===== src/rtl/omsp_spm_request_ctrl_pkg.sv =====
// Shared definitions for the SPM request sequencer: SPM control field codes,
// sequencer state encoding and key-length defaults.
package omsp_spm_request_ctrl_pkg;

   localparam int SPM_KEY_WORDS   = 8;
   localparam int SPM_KEY_TIMEOUT = 255;

   localparam logic [2:0] SPM_REQ_NONE      = 3'd0;
   localparam logic [2:0] SPM_REQ_PUB_START = 3'd1;
   localparam logic [2:0] SPM_REQ_PUB_END   = 3'd2;
   localparam logic [2:0] SPM_REQ_SEC_START = 3'd3;
   localparam logic [2:0] SPM_REQ_SEC_END   = 3'd4;
   localparam logic [2:0] SPM_REQ_ID        = 3'd5;

   typedef enum logic [2:0] {
      ST_IDLE   = 3'd0,
      ST_CREATE = 3'd1,
      ST_CHECK  = 3'd2,
      ST_KEY    = 3'd3,
      ST_ABORT  = 3'd4,
      ST_QUERY  = 3'd5,
      ST_QCAP   = 3'd6,
      ST_DONE   = 3'd7
   } spm_state_t;

   // A single-word key still needs a one-bit counter.
   function automatic int cnt_width(input int n);
      return (n > 1) ? $clog2(n) : 1;
   endfunction

   function automatic logic field_valid(input logic [2:0] f);
      return (f >= SPM_REQ_PUB_START) && (f <= SPM_REQ_ID);
   endfunction

endpackage


===== src/rtl/omsp_spm_request_ctrl.sv =====
// Initiator-side sequencer turning protect/unprotect/query pulses into the
// handshake sequences consumed by omsp_spm_control.
module omsp_spm_request_ctrl
   import omsp_spm_request_ctrl_pkg::*;
#(
   parameter int KEY_WORDS   = SPM_KEY_WORDS,
   parameter int KEY_TIMEOUT = SPM_KEY_TIMEOUT
) (
   input  logic        mclk,
   input  logic        puc_rst,
   input  logic        protect_req,
   input  logic        unprotect_req,
   input  logic        query_req,
   input  logic [15:0] query_sel,
   input  logic [2:0]  query_field,
   input  logic        kd_valid,
   input  logic [15:0] kd_word,
   output logic        kd_ready,
   input  logic        violation,
   input  logic [15:0] requested_data,
   input  logic        spm_data_select_valid,
   output logic        update_spm,
   output logic        enable_spm,
   output logic [2:0]  data_request,
   output logic [15:0] spm_data_select,
   output logic        write_key,
   output logic [15:0] key_in,
   output logic        spm_busy,
   output logic        cmd_busy,
   output logic        done,
   output logic        result_ok,
   output logic [15:0] result_data
);

   localparam int             WCW       = cnt_width(KEY_WORDS);
   localparam logic [WCW-1:0] LAST_WORD = WCW'(KEY_WORDS - 1);
   localparam logic [7:0]     TMO_LIMIT = 8'(KEY_TIMEOUT);

   spm_state_t     r_state;
   logic [WCW-1:0] r_word_cnt;
   logic [7:0]     r_tmo_cnt;
   logic           r_is_protect;
   logic           r_kd_ready;
   logic           r_update_spm;
   logic           r_enable_spm;
   logic [2:0]     r_data_request;
   logic [15:0]    r_spm_data_select;
   logic           r_spm_busy;
   logic           r_cmd_busy;
   logic           r_done;
   logic           r_result_ok;
   logic [15:0]    r_result_data;

   logic           w_key_accept;
   logic [7:0]     w_tmo_inc;

   // The key word is consumed in the handshake cycle itself, so write_key is
   // the live AND of the registered ready and the engine's valid.
   assign w_key_accept = r_kd_ready & kd_valid;
   assign w_tmo_inc    = (r_tmo_cnt == 8'hFF) ? 8'hFF : r_tmo_cnt + 8'd1;

   assign kd_ready        = r_kd_ready;
   assign write_key       = w_key_accept;
   assign key_in          = w_key_accept ? kd_word : 16'h0000;
   assign update_spm      = r_update_spm;
   assign enable_spm      = r_enable_spm;
   assign data_request    = r_data_request;
   assign spm_data_select = r_spm_data_select;
   assign spm_busy        = r_spm_busy;
   assign cmd_busy        = r_cmd_busy;
   assign done            = r_done;
   assign result_ok       = r_result_ok;
   assign result_data     = r_result_data;

   always_ff @(posedge mclk or posedge puc_rst) begin
      if (puc_rst) begin
         r_state           <= ST_IDLE;
         r_word_cnt        <= '0;
         r_tmo_cnt         <= 8'd0;
         r_is_protect      <= 1'b0;
         r_kd_ready        <= 1'b0;
         r_update_spm      <= 1'b0;
         r_enable_spm      <= 1'b0;
         r_data_request    <= SPM_REQ_NONE;
         r_spm_data_select <= 16'h0000;
         r_spm_busy        <= 1'b0;
         r_cmd_busy        <= 1'b0;
         r_done            <= 1'b0;
         r_result_ok       <= 1'b0;
         r_result_data     <= 16'h0000;
      end else begin
         // Single-cycle strobes default low every cycle.
         r_update_spm      <= 1'b0;
         r_enable_spm      <= 1'b0;
         r_data_request    <= SPM_REQ_NONE;
         r_spm_data_select <= 16'h0000;
         r_done            <= 1'b0;

         case (r_state)
            ST_IDLE: begin
               if (protect_req) begin
                  r_state      <= ST_CREATE;
                  r_is_protect <= 1'b1;
                  r_update_spm <= 1'b1;
                  r_enable_spm <= 1'b1;
                  r_cmd_busy   <= 1'b1;
               end else if (unprotect_req) begin
                  r_state      <= ST_CREATE;
                  r_is_protect <= 1'b0;
                  r_update_spm <= 1'b1;
                  r_cmd_busy   <= 1'b1;
               end else if (query_req) begin
                  r_cmd_busy <= 1'b1;
                  if (field_valid(query_field)) begin
                     r_state           <= ST_QUERY;
                     r_data_request    <= query_field;
                     r_spm_data_select <= query_sel;
                  end else begin
                     r_state       <= ST_DONE;
                     r_done        <= 1'b1;
                     r_result_ok   <= 1'b0;
                     r_result_data <= 16'h0000;
                  end
               end
            end

            ST_CREATE: begin
               if (r_is_protect) begin
                  r_state <= ST_CHECK;
               end else begin
                  r_state     <= ST_DONE;
                  r_done      <= 1'b1;
                  r_result_ok <= 1'b1;
               end
            end

            ST_CHECK: begin
               if (violation) begin
                  r_state     <= ST_DONE;
                  r_done      <= 1'b1;
                  r_result_ok <= 1'b0;
               end else begin
                  r_state    <= ST_KEY;
                  r_spm_busy <= 1'b1;
                  r_kd_ready <= 1'b1;
                  r_word_cnt <= '0;
                  r_tmo_cnt  <= 8'd0;
               end
            end

            // An accepted word always beats a timeout on the same cycle.
            ST_KEY: begin
               if (w_key_accept) begin
                  r_tmo_cnt <= 8'd0;
                  if (r_word_cnt == LAST_WORD) begin
                     r_state     <= ST_DONE;
                     r_kd_ready  <= 1'b0;
                     r_spm_busy  <= 1'b0;
                     r_done      <= 1'b1;
                     r_result_ok <= 1'b1;
                  end else begin
                     r_word_cnt <= r_word_cnt + 1'b1;
                  end
               end else begin
                  r_tmo_cnt <= w_tmo_inc;
                  if (w_tmo_inc == TMO_LIMIT) begin
                     r_state      <= ST_ABORT;
                     r_kd_ready   <= 1'b0;
                     r_update_spm <= 1'b1;
                  end
               end
            end

            ST_ABORT: begin
               r_state     <= ST_DONE;
               r_spm_busy  <= 1'b0;
               r_done      <= 1'b1;
               r_result_ok <= 1'b0;
            end

            ST_QUERY: begin
               r_state <= ST_QCAP;
            end

            ST_QCAP: begin
               r_state       <= ST_DONE;
               r_done        <= 1'b1;
               r_result_ok   <= spm_data_select_valid;
               r_result_data <= requested_data;
            end

            ST_DONE: begin
               r_state    <= ST_IDLE;
               r_cmd_busy <= 1'b0;
            end

            default: begin
               r_state    <= ST_IDLE;
               r_cmd_busy <= 1'b0;
               r_spm_busy <= 1'b0;
               r_kd_ready <= 1'b0;
            end
         endcase
      end
   end

endmodule


===== config.mk =====
export PLATFORM = sky130hd
export DESIGN_NAME = omsp_spm_request_ctrl
export DESIGN_NICKNAME = d
export VERILOG_FILES = /design/src/rtl/omsp_spm_request_ctrl_pkg.sv /design/src/rtl/omsp_spm_request_ctrl.sv
export SDC_FILE = /design/constraint.sdc
export NUM_CORES = 1
export LEC_CHECK = 0
export CAP_MARGIN = 20
export CORE_MARGIN = 2
export CORE_UTILIZATION = 40
export DETAILED_ROUTE_END_ITERATION = 12
export PLACE_DENSITY = 0.78
export SETUP_SLACK_MARGIN = 0.4
export SLEW_MARGIN = 20
export SYNTH_ARGS = -nofsm -noshare
export SYNTH_HDL_FRONTEND = slang
export SYNTH_SLANG_ARGS = --single-unit

===== constraint.sdc =====
create_clock -name mclk -period 2 [get_ports mclk]
set_input_delay 0.4 -clock mclk [delete_from_list [all_inputs] [get_ports mclk]]
set_output_delay 0.4 -clock mclk [all_outputs]
set_load 0.02 [all_outputs]

==> flow_summary.yaml <==
synth:
  synthCells: 260
  async_flop_share: 1.00
  ys.flop_type: "dfrtp_1"
  synth_top_family_by_area: "simple AND/OR/NAND/NOR gates"
  synth_top_area_cell: "dfrtp_1"
  syn_avg_cell_area_um2: 10.4
  synth_commonest_cells: "dfrtp_1, nand2_1, and2_1"
  synth_warnings: 0
  synthXorXnorAreaFrac: 0.00323
  muxShareOfSynthArea: 0.00369
  synth_edf_count: 0
  synth.distinct_cells: 53
  synth_compound_area_frac: 0.192
  synth_top_area_share: 0.526
  synth_fa_ha_area_frac: 0.0138
  seq_area_frac_synth: 0.526
  yosysMostFrequentCell: "dfrtp_1"
  synthSimpleGateAreaFrac: 0.220
  synth_area_leaders: "dfrtp_1, a22o_1, and2_1"
  netlist_area_mm2: 0.00271
  yosys_register_bits: 57
  synth_nets: 322
floorplan:
  core_area_mm2: 0.00668
  start_util: 0.406
  rows: 30
  die_y_um: 86.4
  pin_count: 118
  dieWidth_um: 86.4
  dieArea_mm2: 0.00746
pwr:
  p_int_mw: 2.13
  switching_share: 0.202
  total_power_mw: 2.67
  p_per_area_mw_per_mm2: 561
  p_comb_frac: 0.065
  sequentialPowerShare: 0.432
  clkPwrFrac: 0.503
  p_sw_uw: 540
  leakage_nw: 2.39
  vdd_drop_max_mv: 0.572
layout:
  stdcell_area_mm2: 0.00475
  drive_gt1_frac: 0.306
  syn2layout_area_growth_pct: 75.2
  postLayoutCoreUtil: 0.711
  final_cells: 511
  num-nets-final: 488
  n_antenna_cell: 0
routing:
  via_count: 2724
  ant_nets: 0
  vias_per_cell: 5.33
  drt-total-wl_um: 8500
  drc: 0
  wl_per_cell_um: 16.6
  drtPass1Iterations: 4
  drtIter0Drc: 222
timing:
  fin_crit_ps: 1650
  fin_setup_tns_ps: 0
  hold_viol: 0
  finClkSkew_ps: 5.79
  tightest_slew_ps: 487
  timing.fmax_ghz: 0.606
  finalSetupViolations: 0
  fin_ws_ps: 350
  layout_worst_path_cycle_share: 0.825
  rsz0062_at_grt: "yes"
  hold_ws_ps: 431
  slew_viol_final: 0
  maxSlewHeadroom: 0.675
run_status:
  status: "finished, final reports clean"
worst_setup_path:
  cp.arrival_ps: 1930
  crit_fanout: 8
  crit_type: "reg -> reg"
  startpoint_type: "flop"
  endpoint_kind: "flop"
  critPathRequiredTime_ps: 2280
placed_design:
  dp_cells: 462
  placed_area_mm2: 0.00411
  gp_congestion: 0.822
  pre_cts_ws_ps: -205
  place_hpwl_um: 5180
  portBuffers: 117
clocking:
  clk_pin_slew_ps: 70
  clock_latency_ps: 340
  cts_buffers: 9
  h-tree-depth: 3
  cts_hold_buf: 0
  ctsLongestPathBuffers: 2
  clock-sinks: 57
  cts_tree: "built"
  cts_root_buffer: "clkbuf_8"
global_route:
  grt.overflow.total: 0
  antenna_found_initial: 0
  grt_max_degree: 37
  grt_usage: 0.212
  grt_pass1_wl_um: 12300
  grt_pass1_vias: 2629
run:
  cap_violations: 0
min_path:
  hold_path.class: "in -> reg"
## per-layer routing
layer	global-route usage	up-vias	part of all wire
li1	-	1273	-
met1	0.251	1292	0.38
met2	0.333	144	0.49
met3	0.102	15	0.11
met4	0.0838	0	0.016
met5	0	-	0
## power groups by stage
stage               sequential (mW)  clock [mW]  combinational [mW]
floorplan                      1.17           0              0.0283
global placement               1.17           0               0.170
detailed placement             1.17           0               0.172
CTS                            1.15        1.34               0.172
global route                   1.15        1.40               0.190
finish                         1.15        1.34               0.174
## registers in the layout (all words and copies together) (netlist names), 3 cells and up
| name | cells |
|---|---|
| r_word_cnt | 3 |
| r_state | 3 |
| r_tmo_cnt | 8 |
| data_request | 3 |
| result_data | 16 |
| spm_data_select | 16 |
## critical path, stage by stage, from the launching register on
cell       delay (ps)
dfrtp_1           430
buf_6             160
nor3_4            220
nand3_4           110
a211oi_4          230
buf_6             160
clkbuf_16         140
and2_1            140
## placed cells by master (no fill, tap or decap), types with 3 or more instances in the layout
cell type         n
a21oi_2           3
buf_6            11
dlygate4sd2_1    42
buf_4            35
nor2_1           11
buf_12            5
bufinv_16         3
nor3_2            3
a22oi_1           3
nor2_4            3
nor2_2            3
inv_1             5
clkdlybuf4s50_1  56
nand2_1          21
buf_2            15
and3_1           16
nand3_1           3
dfrtp_2           7
o22ai_1           4
a22o_1           17
clkbuf_16         3
and2_1           18
nand3_4           3
nand2b_1          3
a21oi_1           9
dfrtp_1          50
clkbuf_8         10
o21ai_0          12
## area by class of cell
cell class / count / area [um2]
Clock buffer: 11 / 141
Clock inverter: 5 / 103
Fill cell: 459 / 1930
Inverter: 7 / 30.0
Multi-Input combinational cell: 182 / 1360
Sequential cell: 57 / 1440
Tap cell: 80 / 100
Timing Repair Buffer: 169 / 1590
## what timing repair did
item,in CTS,in global routing
pin swaps,10,18
resized for setup,136,34
cloned,0,3
buffers inserted,14,16
endpoints found under the setup margin,100,62
## logic make-up after synthesis
kind of cell / Yosys count
buffers and inverters: 21
XOR/XNOR: 1
multiplexers: 1
flip-flops: 57
AND/OR/NAND/NOR: 106
AO/OA/AOI/OAI: 71
adder cells (fa/ha/maj): 3
## final timing paths
check | from | end | slack, ps | cells after the start
setup / recovery | r_state[1] | spm_data_select[10] | 350 | 7
min in group asynchronous | puc_rst | spm_data_select[4] | 440 | 2
hold reg to reg | result_data[15] | result_data[15] | 500 | 1
setup reg to reg | r_state[1] | spm_data_select[10] | 350 | 7
max in group asynchronous | puc_rst | kd_ready | 1020 | 3
hold / removal | query_field[2] | data_request[1] | 430 | 2
No activity file was read; power rests on OpenSTA's default activity.
